## src/rtl/dmem_arbiter.sv

```systemverilog
// dmem_arbiter: two-port (A = CPU, B = DMA/loader) arbiter in front of a
// single-ported data memory. One access in flight; ack two cycles after the
// request is sampled; illegal (misaligned / out-of-range) accesses are
// answered with err and never reach the memory.
// Optional feature: define DMEM_ARB_RR_EN for round-robin tie breaking;
// otherwise port A has fixed priority.
module dmem_arbiter #(
  parameter logic [31:0] BASE_ADDR = 32'h10000000,
  parameter int unsigned MEM_WORDS = 1024
) (
  input  logic        clk,
  input  logic        rst,
  input  logic        a_req,
  input  logic        b_req,
  input  logic        a_we,
  input  logic        b_we,
  input  logic [31:0] a_addr,
  input  logic [31:0] b_addr,
  input  logic [31:0] a_wdata,
  input  logic [31:0] b_wdata,
  output logic        a_ack,
  output logic        b_ack,
  output logic        a_err,
  output logic        b_err,
  output logic [31:0] a_rdata,
  output logic [31:0] b_rdata,
  output logic        mem_cs,
  output logic        mem_oe,
  output logic        mem_we,
  output logic [31:0] mem_addr,
  output logic [31:0] mem_din,
  input  logic [31:0] mem_dout
);

  localparam int unsigned AW = 33;
  localparam logic [AW-1:0] ADDR_LO = AW'(BASE_ADDR);
  localparam logic [AW-1:0] ADDR_HI = AW'(BASE_ADDR) + AW'(MEM_WORDS) * AW'(4);

  localparam logic [1:0] S_IDLE  = 2'd0;
  localparam logic [1:0] S_ISSUE = 2'd1;
  localparam logic [1:0] S_RESP  = 2'd2;
  localparam logic [1:0] S_ERR   = 2'd3;

  logic [1:0]  state;
  logic [1:0]  state_nxt;
  logic        cur_b;
  logic        cur_we;

  logic        sel_b_c;
  logic        sel_we_c;
  logic [31:0] sel_addr_c;
  logic [31:0] sel_wdata_c;
  logic        accept_c;
  logic        legal_c;

`ifdef DMEM_ARB_RR_EN
  logic last_b;

  // Tie goes to the port that did not win the previous selection.
  always_comb begin
    sel_b_c = b_req & (~a_req | ~last_b);
  end

  // Remember which port won the most recent IDLE selection.
  always_ff @(posedge clk) begin
    if (rst) begin
      last_b <= 1'b1;
    end else if (accept_c) begin
      last_b <= sel_b_c;
    end
  end
`else
  // Fixed priority: A wins any tie.
  always_comb begin
    sel_b_c = b_req & ~a_req;
  end
`endif

  // Mux the granted port's fields and decide acceptance and legality.
  // IDLE holds off while an ack is still showing so a request held through
  // its own ack cycle is not taken twice.
  always_comb begin
    sel_we_c    = sel_b_c ? b_we    : a_we;
    sel_addr_c  = sel_b_c ? b_addr  : a_addr;
    sel_wdata_c = sel_b_c ? b_wdata : a_wdata;
    accept_c    = (state == S_IDLE) & (a_req | b_req) & ~a_ack & ~b_ack;
    legal_c     = (sel_addr_c[1:0] == 2'b00) &&
                  ({1'b0, sel_addr_c} >= ADDR_LO) &&
                  ({1'b0, sel_addr_c} <  ADDR_HI);
  end

  // Next-state logic.
  always_comb begin
    state_nxt = state;
    case (state)
      S_IDLE:  if (accept_c) state_nxt = legal_c ? S_ISSUE : S_ERR;
      S_ISSUE: state_nxt = S_RESP;
      S_RESP:  state_nxt = S_IDLE;
      S_ERR:   state_nxt = S_IDLE;
      default: state_nxt = S_IDLE;
    endcase
  end

  // State register.
  always_ff @(posedge clk) begin
    if (rst) begin
      state <= S_IDLE;
    end else begin
      state <= state_nxt;
    end
  end

  // Registered datapath: latch the grant, drive the memory for the ISSUE
  // cycle only, and produce the one-cycle ack on the granted port.
  always_ff @(posedge clk) begin
    if (rst) begin
      cur_b    <= 1'b0;
      cur_we   <= 1'b0;
      a_ack    <= 1'b0;
      b_ack    <= 1'b0;
      a_err    <= 1'b0;
      b_err    <= 1'b0;
      a_rdata  <= 32'd0;
      b_rdata  <= 32'd0;
      mem_cs   <= 1'b0;
      mem_oe   <= 1'b0;
      mem_we   <= 1'b0;
      mem_addr <= 32'd0;
      mem_din  <= 32'd0;
    end else begin
      a_ack <= 1'b0;
      b_ack <= 1'b0;
      case (state)
        S_IDLE: begin
          if (accept_c) begin
            cur_b  <= sel_b_c;
            cur_we <= sel_we_c;
            if (legal_c) begin
              mem_cs   <= 1'b1;
              mem_we   <= sel_we_c;
              mem_oe   <= ~sel_we_c;
              mem_addr <= sel_addr_c;
              mem_din  <= sel_wdata_c;
            end
          end
        end
        S_ISSUE: begin
          mem_cs   <= 1'b0;
          mem_we   <= 1'b0;
          mem_oe   <= 1'b0;
          mem_addr <= 32'd0;
          mem_din  <= 32'd0;
          if (cur_b) begin
            b_ack <= 1'b1;
            b_err <= 1'b0;
            if (!cur_we) b_rdata <= mem_dout;
          end else begin
            a_ack <= 1'b1;
            a_err <= 1'b0;
            if (!cur_we) a_rdata <= mem_dout;
          end
        end
        S_ERR: begin
          if (cur_b) begin
            b_ack   <= 1'b1;
            b_err   <= 1'b1;
            b_rdata <= 32'd0;
          end else begin
            a_ack   <= 1'b1;
            a_err   <= 1'b1;
            a_rdata <= 32'd0;
          end
        end
        default: ;
      endcase
    end
  end

endmodule

```

## config.mk

```make
export PLATFORM = sky130hd
export DESIGN_NAME = dmem_arbiter
export DESIGN_NICKNAME = d
export VERILOG_FILES = /design/src/rtl/dmem_arbiter.sv
export SDC_FILE = /design/constraint.sdc
export NUM_CORES = 1
export LEC_CHECK = 0
export BUFFER_PORTS_ARGS = -buffer_cell sky130_fd_sc_hd__buf_4
export CAP_MARGIN = 30
export CORE_UTILIZATION = 30
export DETAILED_ROUTE_END_ITERATION = 8
export GPL_TIMING_DRIVEN = 0
export SLEW_MARGIN = 20
export SYNTH_ARGS = -nofsm -noshare
export SYNTH_HDL_FRONTEND = slang
export SYNTH_SLANG_ARGS = --single-unit
```

## constraint.sdc

```tcl
create_clock -name clk -period 5.4 [get_ports clk]
set_input_delay 0.54 -clock clk [delete_from_list [all_inputs] [get_ports clk]]
set_output_delay 0.54 -clock clk [all_outputs]
set_load 0.01 [all_outputs]
```

## Yosys cells after proc, flatten, opt, wreduce, memory -nomap -nowiden

Cells that the tools add are included.

| word-level totals | value |
|---|---|
| input bits | 166 |
| word-level logic and storage cells | 87 |
| bits in registers | 139 |
| output and inout bits | 135 |

| operators by class | value |
|---|---|
| mux-type cells | 36 |
| bitwise logic cells | 10 |
| equality and inequality tests | 10 |
| reduce and logical (&&, ||, !) cells | 15 |
| magnitude comparators | 2 |

Operator list:

| cell | number |
|---|---|
| 32-bit two-way mux | 11 |
| 32-bit one-hot mux with 2 select lines | 4 |
| 32-bit by 29-bit >= comparator with 1-bit output (second input constant) | 1 |
| 32-bit by 29-bit < comparator with 1-bit output (second input constant) | 1 |
| 2-bit inequality test (second input constant) | 7 |
| 1-bit two-way mux | 13 |
| 1-bit one-hot mux with 2 select lines | 5 |
| 3-bit AND reduction | 3 |
| 4-bit AND reduction | 2 |
| 2-bit one-hot mux with 3 select lines | 1 |
| 2-bit OR reduction | 3 |
| 1-bit NOT | 5 |
| 1-bit bitwise AND | 4 |
| 2-bit equality test (second input constant) | 2 |
| 2-bit zero test | 2 |
| 2-bit two-way mux | 2 |
| 2-bit nonzero test | 2 |
| 2-bit by 1-bit equality test with 1-bit output (second input constant) | 1 |
| 1-bit logical AND | 2 |
| 2-bit AND reduction | 1 |
| 1-bit bitwise OR | 1 |

## Longest topological paths before layout

Gate-level depths: netlist (run 1).

| depth | value |
|---|---|
| word-level depth | 9 |
| gate-level depth with buffers | 8 |
| depth with buffers taken out | 5 |

## Worst setup path after synthesis (run 1)

No wires, ideal clock.

| timing | value |
|---|---|
| path type | input-to-reg |
| start point | input port b_addr[23] |
| end point | register mem_addr[4] |
| stages | 6 |
| setup time | 0.130 ns |
| buffers on the path | 1 |
| arrival | 2.326 ns |
| setup slack | 2.944 ns |
| required time | 5.270 ns |
| path through | or4_1 -> or4_1 -> o22a_2 -> a21oi_2 -> buf_2 -> o32ai_1 |

| between the ends | value |
|---|---|
| cells in the longest elaborated chain, start to end | 6 |
| elaborated cells between the ends (all ways) | 7 |
| classes of those cells | order compare: 2; eq/ne: 1; mux: 1; reduce/logical: 3 |

Ends and longest elaborated chain:

| item | RTL line | RTL |
|---|---|---|
| from (decl) | 18 | `input logic [31:0] b_addr,` |
| 32-bit two-way mux * | 84 | `sel_addr_c = sel_b_c ? b_addr : a_addr;` |
| 32-bit by 29-bit >= comparator with 1-bit output | 88 | `({1'b0, sel_addr_c} >= ADDR_LO) &&` |
| 1-bit logical AND | 87 | `legal_c = (sel_addr_c[1:0] == 2'b00) &&` |
| 1-bit logical AND * | 88 |  |
| 2-bit inequality test (no line) * | n/a |  |
| 3-bit AND reduction (no line) * | n/a |  |
| to (signal assigned) | 142 | `mem_addr <= sel_addr_c;` |
| to (decl) | 30 | `output logic [31:0] mem_addr,` |

Every way passes the cells marked *; elsewhere a longest branch is shown, timed or not.
A chain may end at the register's enable or synchronous reset.

## Worst setup path in the final report (run 1)

| timing | value |
|---|---|
| start point | input port b_addr[23] |
| end point | register mem_din[19] |

| between the ends | value |
|---|---|
| cells in the longest elaborated chain, start to end | 6 |
| elaborated cells between the ends (all ways) | 7 |
| classes of those cells | order compare: 2; eq/ne: 1; mux: 1; reduce/logical: 3 |

Ends and longest elaborated chain:

| item | RTL line | RTL |
|---|---|---|
| 32-bit two-way mux * | 84 |  |
| 32-bit by 29-bit >= comparator with 1-bit output | 88 |  |
| 1-bit logical AND | 87 |  |
| 1-bit logical AND * | 88 |  |
| 2-bit inequality test (no line) * | n/a |  |
| 3-bit AND reduction (no line) * | n/a |  |
| to (signal assigned) | 143 | `mem_din <= sel_wdata_c;` |
| to (decl) | 31 | `output logic [31:0] mem_din,` |

Marks and branches as above.

==> results of run 1 <==
==> flip-flops by register name, indices dropped and copies added (netlist names) <==
signal,flops
b_err,1
b_rdata,32
a_err,1
mem_din,32
mem_cs,1
mem_oe,1
a_rdata,32
mem_we,1
a_ack,1
mem_addr,32
cur_b,1
cur_we,1
b_ack,1
state,2
==> critical path, stage by stage <==
cell     delay (ps)
buf_4           110
or4_1           540
or4_1           500
o22a_2          310
a21oi_2         460
buf_2           330
o32ai_1         110
==> cells by family (layout without fill, tap and decap cells) <==
logic type	Yosys count	after routing	share of synthesized area, %
flops	139	139	52.0
simple gates	198	198	18.4
buf+inv	96	428	6.97
mux	44	44	8.23
compound gates	118	118	14.3
==> layout by cell type, fill, tap and decap left out, types with 3 or more instances in the layout <==
cell type / n
mux2i_1: 44
or2_2: 3
inv_6: 4
clkbuf_1: 43
nor4_1: 9
o32ai_1: 42
clkinvlp_4: 5
nand3_1: 67
buf_2: 10
buf_4: 300
nor2_1: 12
a21oi_1: 69
bufinv_16: 3
nor3b_1: 21
inv_1: 43
nand2b_1: 4
clkbuf_16: 17
nand2_1: 71
dfxtp_1: 139
==> metrics by stage <==
step	cells	utilization (%)
2_1_floorplan	595	-
3_3_place_gp	1120	45.4
3_5_place_dp	1120	45.4
4_1_cts	1152	48.9
5_1_grt	1152	48.9
6_report	1152	48.9
==> layer usage <==
metal / wire length (µm) / share of wire (%)
met1: 7830 / 42
met2: 8930 / 48
met3: 1270 / 6.9
met4: 402 / 2.2
met5: 0 / 0
==> power breakdown <==
group	switching (mW)	internal [mW]	leakage, nW	total (mW)
combinational	0.172	0.159	2.30	0.331
clock	0.474	0.734	0.285	1.21
sequential	0.0154	1.05	1.12	1.07
total	0.662	1.95	3.71	2.61
==> cell type report <==
| type | instances | area, µm² | area share, % |
|---|---|---|---|
| plain buffers | 53 | 211 | 2.49 |
| clock buffers | 17 | 425 | 5.01 |
| clock inverters | 15 | 188 | 2.21 |
| inverters | 43 | 161 | 1.90 |
| multi-input cells | 360 | 2190 | 25.8 |
| flip-flops and latches | 139 | 2780 | 32.8 |
| well taps | 225 | 282 | 3.31 |
| repair buffers | 300 | 2250 | 26.5 |
==> worst paths after layout <==
path,start,depth (start not counted),end
worst max-delay path,b_addr[23],7,mem_din[19]$_SDFFE_PP0P_
worst min-delay path,rst,2,state[0]$_SDFFE_PP0P_
worst max register to register,state[0]$_SDFFE_PP0P_,6,b_rdata[7]$_SDFFE_PP0P_
worst min register to register,b_rdata[20]$_SDFFE_PP0P_,2,b_rdata[20]$_SDFFE_PP0P_
==> results.ini, run 1 <==
[run_status]
outcome=completed

[worst_setup_path]
endpoint_kind=register
reg2reg_slack_ps=3310
crit_type=input pin to register
cp-start-kind=input pin
crit_arrival_ps=2900
required_ps=5680
path_max_fanout=10

[sta]
hold_violations=0
drv_slew=0
fmax_mhz=383
rsz0062_at_grt=false
finalSetupViolations=0
tightest_slew_ps=809
setup_ws_ps=2790
finClkSkew_ps=11.0
final.setup.tns_ps=0
relSlewSlack_pct=46.1
whs_ps=311
fin_crit_sh_pct=48.4
min_period_ps=2610

[synthesis]
ys_seq_area_share_pct=52.0
synth-main-ff-cell=dfxtp_1
yosysTopAreaCell=dfxtp_1
ys_types=26
netlist_top_cells_count=139 x dfxtp_1, 71 x nand2_1, 69 x a21oi_1
yosysTopAreaCellShare_pct=52.0
yosysMostFrequentCell=dfxtp_1
yosys_warnings=0
syn_nets=761
synthTopCellsByArea=dfxtp_1 52%, mux2i_1 8.2%, o32ai_1 6.9%, a21oi_1 6.5%, nand3_1 6.3%
synthCells=595
synth_area_um2=5350
synth_edf_count=0
synth-seq-cells=139
avgSynthCellArea_um2=8.99
ys_async_sr_fraction_pct=0

[global_route]
met3_usage_pct=6.10
grt.total_usage_pct=20.1
grtUsageMet1_pct=24.3
grt_max_degree=17
antenna_found_initial=0
use_met2_pct=33.2
grt_overflow=0
grt_pass1_vias=5139
grt_pass1_wl_um=27800
busiest_layer=met2

[place]
detailed_place_hpwl_um=14200
pre_cts_slack_ps=2370
dpl-instance-area_um2=7880
place_congestion=0.845
portBuffers=300

[drt]
routed_via_density=4.75
vias=5467
drt-wirelength-per-cell_um=16.0
wl_um=18400
drt_iter0_markers=232
ant_nets=0
drt-pass1-iter-count=4
drc=0

[final_layout]
drive_gt1_share_pct=37.4
nFillCells=1723
area_growth_pct=58.8
finalNetCount=1080
diodes=0
post-route-cell-area_um2=8500

[clock_tree]
cts.sinks=139
ctsHoldBuffers=0
cts_tree=yes
postCtsSetupBuffers=0
clk_pin_slew_worst_paths_ps=60
clockRootBuffer=clkbuf_16
clk_latency_ps=420
post_cts_resized=0
htreeDepth=4
numCtsBuffers=17
cts_max_path_buffers=2

[power]
power.leakage_nw=3.71
irDropWorstVdd_uv=219
p_total_mw=2.61
power_density_nw_per_um2=307

[floorplan]
ioPinCount=301
dieArea_um2=18400
die_y_um=136
start_util_pct=30.8
row_count=48
die_w_um=136
coreArea_um2=17400

[job]
max_cap_viol_count=0

[hold_path]
hold_path_class=input pin to register

No activity file was read; power rests on OpenSTA's default activity.
==> run 2: changes to the inputs <==
==> constraint.sdc (replaced) <==
create_clock -name clk -period 2.3 [get_ports clk]
set_input_delay 0.23 -clock clk [delete_from_list [all_inputs] [get_ports clk]]
set_output_delay 0.23 -clock clk [all_outputs]
set_load 0.01 [all_outputs]
==> run 2 against run 1 <==
Cell count is essentially flat. Largest cell class unchanged. Clock skew decreased by 0.76 ps. Setup slack got worse by 2600 ps. Clock-buffer cell count is the same. Critical path depth unchanged. Sequential share of layout area shrank 0.067 points. Hold slack got worse by 290 ps.
==> results.ini, run 2 (synthesized netlist as in run 1, its figures left out) <==
[sta]
tightest_slew_ps=810
rsz0062_at_grt=true
drv_slew=0
fmax_mhz=464
relSlewSlack_pct=46.0
setup_ws_ps=146
fin_crit_sh_pct=93.7
finalSetupViolations=0
finClkSkew_ps=10.2
min_period_ps=2150
hold_violations=0
whs_ps=19.9

[worst_setup_path]
cpMaxStageDelayCell=or4_1
required_ps=2580
endpoint_kind=register
max_stage_delay_ps=540
cp_cell_sequence=buf_4 -> or4_1 -> or4_1 -> o22a_2 -> a21oi_4 -> buf_2 -> o32ai_1
reg2reg_slack_ps=210
cp-start-kind=input pin
timing.rr.start=state[0]$_SDFFE_PP0P_
worstRegToRegCells=6
cpMostUsedCell=or4_1
reg2reg_to=b_rdata[7]$_SDFFE_PP0P_
critPathTopFamily=simple AND/OR/NAND/NOR gates
crit_arrival_ps=2440
path_depth=7
path_max_fanout=10
cp_num_buf_inv=2
crit_type=input pin to register

[drt]
routed_via_density=4.74
drc=0
wl_um=18400
drt-pass1-iter-count=4
vias=5466
drt-wirelength-per-cell_um=16.0
drt_iter0_markers=232
ant_nets=0

[floorplan]
die_y_um=136
ioPinCount=301
row_count=48
die_w_um=136
dieArea_um2=18400
coreArea_um2=17400
start_util_pct=30.8

[final_layout]
area_growth_pct=59.2
finalNetCount=1081
final_cell_mix=300 x buf_4, 139 x dfxtp_1, 71 x nand2_1, 69 x a21oi_1, 67 x nand3_1
drive_gt1_share_pct=37.4
multi_input_area_um2=2200
diodes=0
nFillCells=1725
mostFrequentLayoutCell=buf_4
regArea_um2=2780

[power]
p_comb_share_pct=12.8
p_int_mw=4.57
p_clk_share_pct=46.3
p_total_mw=6.13
power_frac_seq_pct=40.9
p_switching_mw=1.56
irDropWorstVdd_uv=517
swShare_pct=25.4
power.leakage_nw=3.72
power_density_nw_per_um2=720

[place]
detailed_place_hpwl_um=14200
portBuffers=300
pre_cts_slack_ps=-420
place_congestion=0.845

[job]
max_cap_viol_count=0

[global_route]
grt_overflow=0
grt.total_usage_pct=20.1
grt_pass1_wl_um=27900
grt_max_degree=17
antenna_found_initial=0
grt_pass1_vias=5145

[hold_path]
min_from=a_req
hold_path_class=input pin to register
worstHoldPathCells=2
min_to=cur_b$_SDFFE_PP0P_

[clock_tree]
clk_latency_ps=420
cts_max_path_buffers=2
htreeDepth=4
postCtsSetupBuffers=0
numCtsBuffers=17
clockRootBuffer=clkbuf_16
clk_pin_slew_worst_paths_ps=60
cts_tree=yes
cts.sinks=139

[run_status]
outcome=completed

==> run 2: layout make-up <==
class / count / area share [%]
Tap cell: 225 / 3.31
Inverter: 43 / 1.90
Timing Repair Buffer: 301 / 26.6
Buffer: 53 / 2.48
Multi-Input combinational cell: 360 / 25.9
Clock inverter: 15 / 2.20
Sequential cell: 139 / 32.7
Clock buffer: 17 / 5.00
==> run 2: power groups by stage <==
stage          combinational (mW)  sequential [mW]  clock (mW)
2_1_floorplan               0.326             2.58           0
3_3_place_gp                0.779             2.56           0
3_5_place_dp                0.782             2.56           0
4_1_cts                     0.785             2.51        2.89
5_1_grt                     0.856             2.51        3.01
6_report                    0.784             2.51        2.84
==> run 2: worst max path at each step <==
stage / start / to / slack [ps]
final: b_addr[23] / mem_din[19]$_SDFFE_PP0P_ / 150
after global routing: state[0]$_SDFFE_PP0P_ / b_rdata[1]$_SDFFE_PP0P_ / -20
after CTS: b_addr[23] / mem_din[19]$_SDFFE_PP0P_ / 10
after detailed placement: b_addr[23] / mem_din[19]$_SDFFE_PP0P_ / -420
after global placement: b_addr[23] / mem_din[23]$_SDFFE_PP0P_ / -430
after floorplan: b_addr[23] / mem_addr[4]$_SDFFE_PP0P_ / 150
==> run 2: timing repair <==
| action | 4_1_cts | 5_1_grt |
|---|---|---|
| setup endpoints to repair | 0 | 64 |
| hold buffers | 1 | 0 |
| endpoints found under the hold margin | 1 | 0 |
| resized for setup | 0 | 2 |
==> run 2: per-stage QoR <==
stage	std cells	util (%)	setup TNS (ps)	area, µm²
finish	1153	49.0	0	8510
global placement	1120	45.4	-24870	7880
global route	1153	49.0	-48.3	8510
CTS	1153	49.0	0	8510
detailed placement	1120	45.4	-24010	7880
floorplan	595	-	0	5350
==> run 2: per-layer routing <==
| layer | wire (µm) | GRT usage [%] | up-vias |
|---|---|---|---|
| li1 | - | - | 2737 |
| met1 | 7840 | 24.4 | 2529 |
| met4 | 382 | 7.62 | 0 |
| met5 | 0 | 0 | - |
| met3 | 1280 | 6.10 | 23 |
| met2 | 8940 | 33.3 | 177 |
